### src/rtl/uart_transmitter.sv
// UART transmitter: idle-high line, one start bit, N data bits MSB first,
// one stop bit, each bit held CLKS_PER_BIT clocks. All outputs registered.
module uart_transmitter #(
    parameter int unsigned N            = 8,
    parameter int unsigned CLKS_PER_BIT = 4
) (
    input  logic         clk,
    input  logic         reset,
    input  logic [N-1:0] byte_in,
    input  logic         start_in,
    output logic         busy_out,
    output logic         bit_out,
    output logic         done_out
);

    localparam int unsigned CW = (CLKS_PER_BIT > 1) ? $clog2(CLKS_PER_BIT) : 1;
    localparam int unsigned IW = (N > 1) ? $clog2(N) : 1;
    localparam logic [CW-1:0] CLK_LAST = CW'(CLKS_PER_BIT - 1);
    localparam logic [IW-1:0] IDX_FIRST = IW'(N - 1);

    typedef enum logic [1:0] {
        IDLE  = 2'd0,
        START = 2'd1,
        DATA  = 2'd2,
        STOP  = 2'd3
    } state_t;

    state_t        state_q, state_d;
    logic [N-1:0]  shreg_q, shreg_d;
    logic [IW-1:0] idx_q, idx_d;
    logic [CW-1:0] clk_cnt_q, clk_cnt_d;
    logic          bit_q, bit_d;
    logic          busy_q, busy_d;
    logic          done_q, done_d;

    // State and output registers; reset aborts any frame with the line high.
    always_ff @(posedge clk or posedge reset) begin
        if (reset) begin
            state_q   <= IDLE;
            shreg_q   <= '0;
            idx_q     <= '0;
            clk_cnt_q <= '0;
            bit_q     <= 1'b1;
            busy_q    <= 1'b0;
            done_q    <= 1'b0;
        end else begin
            state_q   <= state_d;
            shreg_q   <= shreg_d;
            idx_q     <= idx_d;
            clk_cnt_q <= clk_cnt_d;
            bit_q     <= bit_d;
            busy_q    <= busy_d;
            done_q    <= done_d;
        end
    end

    // Next-state logic; outputs are derived from the next state so that the
    // registered line value lines up with the state it belongs to.
    always_comb begin
        state_d   = state_q;
        shreg_d   = shreg_q;
        idx_d     = idx_q;
        clk_cnt_d = clk_cnt_q;
        done_d    = 1'b0;

        unique case (state_q)
            IDLE: begin
                if (start_in) begin
                    shreg_d   = byte_in;
                    idx_d     = '0;
                    clk_cnt_d = '0;
                    state_d   = START;
                end
            end
            START: begin
                if (clk_cnt_q == CLK_LAST) begin
                    clk_cnt_d = '0;
                    idx_d     = IDX_FIRST;
                    state_d   = DATA;
                end else begin
                    clk_cnt_d = clk_cnt_q + 1'b1;
                end
            end
            DATA: begin
                if (clk_cnt_q == CLK_LAST) begin
                    clk_cnt_d = '0;
                    shreg_d   = shreg_q << 1;
                    if (idx_q == '0) begin
                        state_d = STOP;
                    end else begin
                        idx_d = idx_q - 1'b1;
                    end
                end else begin
                    clk_cnt_d = clk_cnt_q + 1'b1;
                end
            end
            STOP: begin
                if (clk_cnt_q == CLK_LAST) begin
                    clk_cnt_d = '0;
                    state_d   = IDLE;
                    done_d    = 1'b1;
                end else begin
                    clk_cnt_d = clk_cnt_q + 1'b1;
                end
            end
            default: begin
                state_d = IDLE;
            end
        endcase

        busy_d = (state_d != IDLE);
        unique case (state_d)
            START:   bit_d = 1'b0;
            DATA:    bit_d = shreg_d[N-1];
            default: bit_d = 1'b1;
        endcase
    end

    assign busy_out = busy_q;
    assign bit_out  = bit_q;
    assign done_out = done_q;

endmodule

### config.mk
export PLATFORM = sky130hd
export DESIGN_NAME = uart_transmitter
export DESIGN_NICKNAME = d
export VERILOG_FILES = /design/src/rtl/uart_transmitter.sv
export SDC_FILE = /design/constraint.sdc
export NUM_CORES = 1
export LEC_CHECK = 0
export ABC_AREA = 1
export BUFFER_PORTS_ARGS = -buffer_cell sky130_fd_sc_hd__clkbuf_2
export CORE_MARGIN = 5
export CORE_UTILIZATION = 31
export DETAILED_ROUTE_END_ITERATION = 6
export GPL_TIMING_DRIVEN = 0
export SYNTH_ARGS = -nofsm -noshare
export SYNTH_HDL_FRONTEND = slang
export SYNTH_SLANG_ARGS = --single-unit
export TNS_END_PERCENT = 30
### constraint.sdc
create_clock -name clk -period 1.45 [get_ports clk]
set_input_delay 0.0725 -clock clk [delete_from_list [all_inputs] [get_ports clk]]
set_output_delay 0.0725 -clock clk [all_outputs]
set_load 0.03 [all_outputs]
# [Yosys cells after proc, flatten, opt, wreduce, memory -nomap -nowiden]
# Cells that the tools add are included.
[op_classes] add_sub_neg=2 eq_ne=10 muxes=20 n_reduce_logical=8
[ops] operator="$mux W8" count=2
[ops] operator="$pmux W8 S2" count=1
[ops] operator="$mux W2" count=7
[ops] operator="$mux W3" count=4
[ops] operator="$pmux W3 S3" count=1
[ops] operator="$eq A2 B2 Y1 const B" count=4
[ops] operator="$ne A2 B2 Y1 const B" count=4
[ops] operator="$pmux W2 S4" count=1
[ops] operator="$reduce_and A5 Y1" count=1
[ops] operator="$eq A2 B1 Y1 const B" count=2
[ops] operator="$pmux W2 S2" count=1
[ops] operator="$reduce_bool A2 Y1" count=2
[ops] operator="$logic_not A3 Y1" count=1
[ops] operator="$reduce_and A3 Y1" count=1
[ops] operator="$reduce_bool A3 Y1" count=1
[ops] operator="$reduce_or A3 Y1" count=1
[ops] operator="$sub A3 B1 Y3 const B" count=1
[ops] operator="$add A2 B1 Y2 const B" count=1
[ops] operator="$logic_not A2 Y1" count=1
[ops] operator="$mux W1" count=2
[ops] operator="$pmux W1 S2" count=1
[word_totals] register_bits=18 output_inout_bits=3

# [Depth between registers and ports, before layout]
# Gate-level depths: netlist (run 1).
[depth] depth_word=6 mapped_depth=10 ltp_nobuf=9

# [Worst setup path after synthesis (run 1)]
# No wires, ideal clock.
[synth_path] kind="reg-to-reg" start="register state_q[1]" end="register shreg_q[0]" setup_ns=0.121 arrival_time_ns=1.302 required_ns=1.329 path_slack_ns=0.027 path_stages_with_launch=8 path_buffers=1 path_cell_list="dfrtp_1 inv_1 ha_1 inv_2 o21a_4 nor2_8 buf_12 o21ai_1"
[synth_between] elab_chain_cells=3
[synth_lines] item="start: declaration" line="28" rtl="state_t state_q, state_d;"
[synth_lines] item="start signal: assignment" line="47" rtl="state_q <= state_d;"
[synth_lines] item="$eq A2 B2 Y1 or $logic_not A2 Y1 (tied branches)" line="66" rtl="unique case (state_q)"
[synth_lines] item="$ne A2 B2 Y1 (no source line) or $reduce_bool A2 Y1 (tied branches)"
[synth_lines] item="$reduce_and A3 Y1 (no source line)"
[synth_lines] item="end signal: assignment" line="48" rtl="shreg_q <= shreg_d;"
[synth_lines] item="end: declaration" line="29" rtl="logic [N-1:0] shreg_q, shreg_d;"
# Parallel ways exist; a longest one is shown, timed or not.
# A chain may end at the register's enable or synchronous reset.

# [Worst setup path after layout (run 1)]
[layout_path] start="register state_q[1]" end="register idx_q[2]"
[layout_between] elab_chain_cells=3
[layout_lines] item="$eq A2 B2 Y1 (tied with other cells)" line="66"
[layout_lines] item="$ne A2 B2 Y1 (no source line) or $reduce_bool A3 Y1 (tied branches)"
[layout_lines] item="$reduce_and A5 Y1 (no source line)"
[layout_lines] item="end signal: assignment" line="49" rtl="idx_q <= idx_d;"
[layout_lines] item="end: declaration" line="30" rtl="logic [IW-1:0] idx_q, idx_d;"
# Parallel ways exist; a longest one is shown, timed or not.

==> run summary, run 1 <==
status - finished with violations
failing checks - setup timing
Nets - 175
slowest stage delay, CP - 0.45 ns
Worst Min Path Start - byte_in[2]
Die Footprint - 4679 µm²
Overall Power - 2.839 mW
initial core utilization - 31.93%
RD Place Congestion - 0.7590
Final ANT Viol Nets - 0
wire per inst - 10.51 µm
CTS root buf - clkbuf_4
Async S/R FF share, synth - 100.0%
CP top delay family - flip-flops
final setup violation count - 1
post-DP HPWL - 1564 µm
Max Clk Rate - 688.1 MHz
worst clock skew - 0.008322 ns
Routed Wire Length - 2123 µm
largest net degree at the start of global routing - 19
top cell type's share of synthesized area - 40.24%
Initial DRT Pass Iterations - 4
Most Frequent Cell on Critical Path - nand2_1
CP Data Arrival Time - 1.65 ns
Setup WS post-layout - -0.003340 ns
Worst Hold Class - in2reg
PwrDens - 2095 nW/µm²
MaxCap Viol Count - 0
leak pwr - 0.6916 nW
R2R Path End - idx_q[2]$_DFFE_PP0P_
Die Y-Extent - 68.40 µm
clock slew at the register clock pins of the worst setup and hold paths - 0.10 ns
clk_lat worst skew - 0.29 ns
Peak supply drop - 0.7450 mV
Syn Area/Cell - 8.010 µm²
RSZ-0062 raised after global routing - yes
CTS tree - done
worst relative slew slack - 53.38%
Synth area leader - dfrtp_1
Yosys warning count - 0
H-tree Lvls - 1
Residual DRC - 0
GRT Total Usage - 10.51%
crit start category - flop
fin crit period - 1.453 ns
most frequent cells after synthesis - nand2_1 (42), inv_1 (18), dfrtp_1 (17)
Sink Count - 18
Worst R2R Start - state_q[1]$_DFF_PP0_
Crit Path Category - reg2reg
Max Slew Vio Count - 0
endpoints failing hold - 0
EDFF count, synth - 0
non-filler instance count after layout - 202
hold slack - 0.09849 ns
CP Cell Sequence - ha_4, buf_8, nand2_4, nor2_4, nor2_2, nand3_2, buf_4, nand2_1, nand2_1
register area share after synthesis - 42.72%
Std-Cell Rows - 21
Worst Path Required - 1.64 ns
initial antenna violation count - 0
most frequent cell after synthesis - nand2_1
worst path bufs/invs - 2
Hold Path End - shreg_q[2]$_DFFE_PP0P_
nature of the critical path endpoint - flop
Main synth FF type - dfrtp_1
# port buffers - 13
CTS buffer count - 3
Syn Std Cell Area - 1057 µm²
Antenna diodes - 0
Post-Place Cells - 191
layout cells sized above 1 - 37.18%
Hold Path Depth - 5
global route overflow - 0
I/O pins - 14
Core Region - 3311 µm²
vias in the first global route - 887
worst-case clock buffer depth - 2
cell depth of the worst flop-to-flop path - 9
critical path's slowest cell - dfrtp_2
top cells by area, synth - dfrtp_1 (40%), nand2_1 (15%), ha_1 (8.3%), inv_1 (6.4%), o21ai_0 (5.2%)
first-pass GRT wire length - 3712 µm
Slew @ Worst Pin - 0.6985 ns
via count - 894
period utilization - 100.2%
Yosys reg bits - 18
die width - 68.40 µm
Initial DRC Count - 8
Avg Vias per Cell - 4.426
Synth cell types - 21
Syn Inst Count - 132
R2R setup slack - -0.003 ns
P&R area growth vs syn - 28.17%
Synth Net Count - 150
maximum fanout along the worst path - 7
[report_power, final]
part / switching [mW] / total [mW] / internal (mW)
logic: 1.00 / 1.72 / 0.716
registers: 0.124 / 0.865 / 0.741
clock network: 0.147 / 0.254 / 0.107
total: 1.27 / 2.84 / 1.56
[cell usage in the layout, fill, tap and decap left out, types with 2 or more instances in the layout]
cell           instances
nand2_1               38
nand3_1                5
o21ai_1                4
dlygate4sd3_1          2
clkbuf_2              13
o21ai_2                4
nand2_2                8
inv_1                 14
o21ai_0                9
clkbuf_4               3
nor2_4                 2
inv_2                  7
nand2_4                2
ha_2                   3
dfrtp_1               16
ha_4                   2
nor2_1                 3
buf_4                  5
ha_1                   2
[per-stage QoR]
stage           TNS (ns)  instance area (µm²)  worst slack, ns  utilization [%]
6_report       -0.003340                 1355        -0.003340            40.93
5_1_grt          -0.6850                 1355         -0.08379            40.93
4_1_cts                0                 1282         0.002044            38.74
3_5_place_dp      -1.568                 1180          -0.1621            35.64
3_3_place_gp      -1.142                 1180          -0.1279            35.64
2_1_floorplan          0                 1057          0.02722                -
[layout make-up]
type	instances	area, µm²
Sequential cell	18	452.9
Buffer	2	35.03
Tap cell	46	57.56
Inverter	21	78.83
Timing Repair Buffer	20	122.6
Multi-Input combinational cell	91	581.8
Clock buffer	4	26.28
Fill cell	352	1956
[how the worst max path moves through the flow]
stage,slack [ns],cells past startpoint,from,endpoint
6_report,-0.003,9,state_q[1]$_DFF_PP0_,idx_q[2]$_DFFE_PP0P_
5_1_grt,-0.08,9,state_q[1]$_DFF_PP0_,idx_q[1]$_DFFE_PP0P_
4_1_cts,0.002,8,state_q[0]$_DFF_PP0_,shreg_q[2]$_DFFE_PP0P_
3_5_place_dp,-0.16,7,state_q[1]$_DFF_PP0_,shreg_q[5]$_DFFE_PP0P_
3_3_place_gp,-0.13,7,state_q[1]$_DFF_PP0_,shreg_q[5]$_DFFE_PP0P_
2_1_floorplan,0.03,7,state_q[1]$_DFF_PP0_,shreg_q[0]$_DFFE_PP0P_
[kinds of logic after synthesis]
group	count (synthesis)	synth area share, %
AOI/OAI and AO/OA	22	13.02
adders and majority gates	7	8.284
buffers and inverters	23	9.822
DFF	18	42.72
and+or+nand+nor	62	26.16
[layer usage]
metal	wire, µm	global-route usage, %	vias to the layer above	share of wire (%)
met5	0	0	-	0
met4	24	2.978	0	1.1
met3	86	2.791	2	4.1
met2	1054	18.59	20	50
met1	958	12.32	411	45
li1	-	-	461	-
[worst register-to-register path, delay by kind of cell, from the launching register on]
family | cells | cell delay (ns)
flip-flops | 1 | 0.45
adder cells (fa/ha/maj) | 1 | 0.17
buffers and inverters | 2 | 0.29
AND/OR/NAND/NOR | 6 | 0.44
[registers in the layout (all words and copies together) (netlist names)]
signal	flops
shreg_q	8
idx_q	3
clk_cnt_q	2
state_q	2
bit_out	1
busy_out	1
done_out	1
[repair_timing]
item,CTS,global route
resized for setup,11,19
pin swaps,0,6
hold endpoints to repair,18,0
buffers inserted,3,2
setup endpoints to repair,12,12
hold buffers,2,0
Note: power is estimated with default switching activity, not from simulation.
==> inputs of run 2 (changes only) <==
--- a/config.mk
+++ b/config.mk
@@ -5,7 +5,6 @@
 export SDC_FILE = /design/constraint.sdc
 export NUM_CORES = 1
 export LEC_CHECK = 0
-export ABC_AREA = 1
 export BUFFER_PORTS_ARGS = -buffer_cell sky130_fd_sc_hd__clkbuf_2
 export CORE_MARGIN = 5
 export CORE_UTILIZATION = 31
==> run summary, run 2 <==
Sw Ratio - 40.80% (was 44.89%)
Sw Pwr - 1.476 mW (was 1.274 mW)
WL met2 - 1265 µm (was 1054 µm)
Die Y-Extent - 67.46 µm (was 68.40 µm)
layout cells sized above 1 - 52.17% (was 37.18%)
worst relative slew slack - 53.51% (was 53.38%)
Syn Area/Cell - 10.34 µm² (was 8.010 µm²)
RSZ-0062 raised after global routing - yes (unchanged)
Initial DRC Count - 19 (was 8)
H-tree Lvls - 1 (unchanged)
clock slew at the register clock pins of the worst setup and hold paths - 0.10 ns (about the same)
register area share after synthesis - 44.13% (was 42.72%)
I/O pins - 14 (unchanged)
most frequent cells after synthesis - dfrtp_1 (17), inv_1 (11), a22oi_1 (9), nor2_1 (9) (was nand2_1 (42), inv_1 (18), dfrtp_1 (17))
Setup WS post-layout - -0.1968 ns (was -0.003340 ns)
Std-Cell Rows - 20 (was 21)
clk_lat worst skew - 0.29 ns (about the same)
Residual DRC - 0 (unchanged)
period utilization - 113.6% (was 100.2%)
Async S/R FF share, synth - 100.0% (unchanged)
Largest register FFs - 8 (unchanged)
CTS root buf - clkbuf_4 (unchanged)
Core Region - 3103 µm² (was 3311 µm²)
Die Footprint - 4551 µm² (was 4679 µm²)
crit start category - flop (unchanged)
post-layout util - 47.62% (was 40.93%)
non-filler instance count after layout - 182 (was 202)
most frequent cell after synthesis - dfrtp_1 (was nand2_1)
largest net degree at the start of global routing - 19 (unchanged)
Yosys reg bits - 18 (unchanged)
global route overflow - 0 (unchanged)
Antenna diodes - 0 (unchanged)
CTS tree - done (unchanged)
internal power - 2.141 mW (was 1.565 mW)
cell depth of the worst flop-to-flop path - 7 (was 9)
maximum fanout along the worst path - 6 (was 7)
worst clock skew - 0.002741 ns (was 0.008322 ns)
Clock power frac - 7.3% (was 8.9%)
Max Clk Rate - 607.2 MHz (was 688.1 MHz)
wire per inst - 13.34 µm (was 10.51 µm)
Nets - 157 (was 175)
initial core utilization - 32.98% (was 31.93%)
hold slack - 0.1041 ns (was 0.09849 ns)
Largest regs - shreg_q: 8 flops, idx_q: 3 flops (unchanged)
Synth Net Count - 117 (was 150)
Syn Std Cell Area - 1023 µm² (was 1057 µm²)
top cells by area, synth - dfrtp_1 (42%), ha_1 (8.6%), a22oi_1 (6.6%), inv_1 (4.0%), a21oi_1 (3.4%) (was dfrtp_1 (40%), nand2_1 (15%), ha_1 (8.3%), inv_1 (6.4%), o21ai_0 (5.2%))
Final ANT Viol Nets - 0 (unchanged)
worst-case clock buffer depth - 2 (unchanged)
status - finished with violations (unchanged)
Peak supply drop - 1.115 mV (was 0.7450 mV)
Synth cell types - 37 (was 21)
WL met3 - 79 µm (was 86 µm)
Hold Path Depth - 3 (was 5)
Max Slew Vio Count - 0 (unchanged)
R2R setup slack - -0.20 ns (was -0.003 ns)
nature of the critical path endpoint - flop (unchanged)
failing checks - setup timing (unchanged)
top sig layer - met4 (unchanged)
M1 WL - 1054 µm (was 958 µm)
RD Place Congestion - 0.8475 (was 0.7590)
Seq pwr share - 25.3% (was 30.5%)
Avg Vias per Cell - 4.835 (was 4.426)
# port buffers - 13 (unchanged)
Slew @ Worst Pin - 0.6965 ns (was 0.6985 ns)
via count - 880 (was 894)
fill count - 314 (was 352)
Comb pwr share - 67.4% (was 60.6%)
die width - 67.46 µm (was 68.40 µm)
commonest non-fill, non-tap cell in the layout - dfrtp_1 (was nand2_1)
most frequent cells in the layout - dfrtp_1 (17), buf_4 (15), clkbuf_2 (13) (was nand2_1 (38), dfrtp_1 (16), inv_1 (14))
Initial DRT Pass Iterations - 4 (unchanged)
CTS buffer count - 3 (unchanged)
fin crit period - 1.647 ns (was 1.453 ns)
Main synth FF type - dfrtp_1 (unchanged)
PwrDens - 2448 nW/µm² (was 2095 nW/µm²)
Worst Path Required - 1.68 ns (was 1.64 ns)
final setup violation count - 13 (was 1)
Sink Count - 18 (unchanged)
Worst Hold Class - in2reg (unchanged)
CP Data Arrival Time - 1.88 ns (was 1.65 ns)
MaxCap Viol Count - 0 (unchanged)
initial antenna violation count - 0 (unchanged)
post-DP HPWL - 1524 µm (was 1564 µm)
Syn Inst Count - 99 (was 132)
leak pwr - 0.6535 nW (was 0.6916 nW)
Synth area leader - dfrtp_1 (unchanged)
Routed Wire Length - 2428 µm (was 2123 µm)
first-pass GRT wire length - 3919 µm (was 3712 µm)
Post-Place Cells - 156 (was 191)
Crit Path Category - reg2reg (unchanged)
GRT Total Usage - 11.40% (was 10.51%)
top cell type's share of synthesized area - 41.56% (was 40.24%)
Reg with most FFs - shreg_q (unchanged)
EDFF count, synth - 0 (unchanged)
P&R area growth vs syn - 44.38% (was 28.17%)
endpoints failing hold - 0 (unchanged)
Yosys warning count - 0 (unchanged)
vias in the first global route - 879 (was 887)
[run 2: path summary, 6_finish.rpt]
kind                                             to                     start
min in group asynchronous  clk_cnt_q[1]$_DFFE_PP0P_                     reset
min reg2reg                clk_cnt_q[0]$_DFFE_PP0P_  clk_cnt_q[0]$_DFFE_PP0P_
min                          shreg_q[1]$_DFFE_PP0P_                byte_in[1]
max reg2reg                       bit_out$_DFF_PP1_      state_q[1]$_DFF_PP0_
max                               bit_out$_DFF_PP1_      state_q[1]$_DFF_PP0_
max in group asynchronous    shreg_q[6]$_DFFE_PP0P_                     reset
[run 2: final cells by class]
class / instances / area [µm²] / share of cell area (%)
clock buffers: 4 / 26.28 / 1.778
inverters: 11 / 41.29 / 2.794
multi-input cells: 67 / 615.6 / 41.66
repair buffers: 36 / 265.3 / 17.95
flip-flops and latches: 18 / 451.7 / 30.57
plain buffers: 2 / 22.52 / 1.524
well taps: 44 / 55.05 / 3.726
[run 2: power groups by stage]
| stage | combinational, mW | clock, mW | sequential (mW) |
|---|---|---|---|
| after floorplan | 1.24 | 0 | 0.938 |
| after global placement | 1.56 | 0 | 0.894 |
| after detailed placement | 1.61 | 0 | 0.905 |
| after CTS | 2.04 | 0.270 | 0.895 |
| after global routing | 2.68 | 0.303 | 0.947 |
| final | 2.44 | 0.263 | 0.915 |
[run 2: kinds of logic after synthesis]
logic type                 count (synthesis)  share of synthesized area [%]
buffers and inverters                     14                          6.357
and+or+nand+nor                           23                          12.10
muxes                                      2                          2.078
AOI/OAI and AO/OA                         34                          25.92
DFF                                       18                          44.13
adders and majority gates                  7                          8.557
xor gates and xnor gates                   1                         0.8559
[run 2: per-layer routing]
metal  track usage (%)  vias up
met3             3.161        4
met1             13.29      430
met2             20.66       19
met5                 0        -
li1                  -      427
met4             2.278        0
[run 2: worst max-delay path, stage by stage (launching register included)]
cell	delay, ns
dfrtp_1	0.43
buf_6	0.14
ha_4	0.17
and2_4	0.14
buf_6	0.12
a22oi_2	0.17
o2111ai_1	0.15
mux2_4	0.27
[run 2: repair_timing]
item / CTS / global route
gates resized for setup: 18 / 23
endpoints found under the setup margin: 15 / 15
pin swaps: 5 / 8
gates cloned: 1 / 0
hold buffers: 2 / 0
setup buffers: 12 / 8
endpoints found under the hold margin: 18 / 0
[run 2: per-stage QoR]
stage | power [mW] | setup slack (ns) | area (µm²) | setup TNS, ns
6_report | 3.617 | -0.1968 | 1478 | -1.406
5_1_grt | 3.932 | -0.2453 | 1478 | -2.538
4_1_cts | 3.205 | -0.1794 | 1338 | -1.729
3_5_place_dp | 2.512 | -0.3607 | 1156 | -3.869
3_3_place_gp | 2.456 | -0.3491 | 1156 | -3.577
2_1_floorplan | 2.178 | -0.1603 | 1036 | -1.042
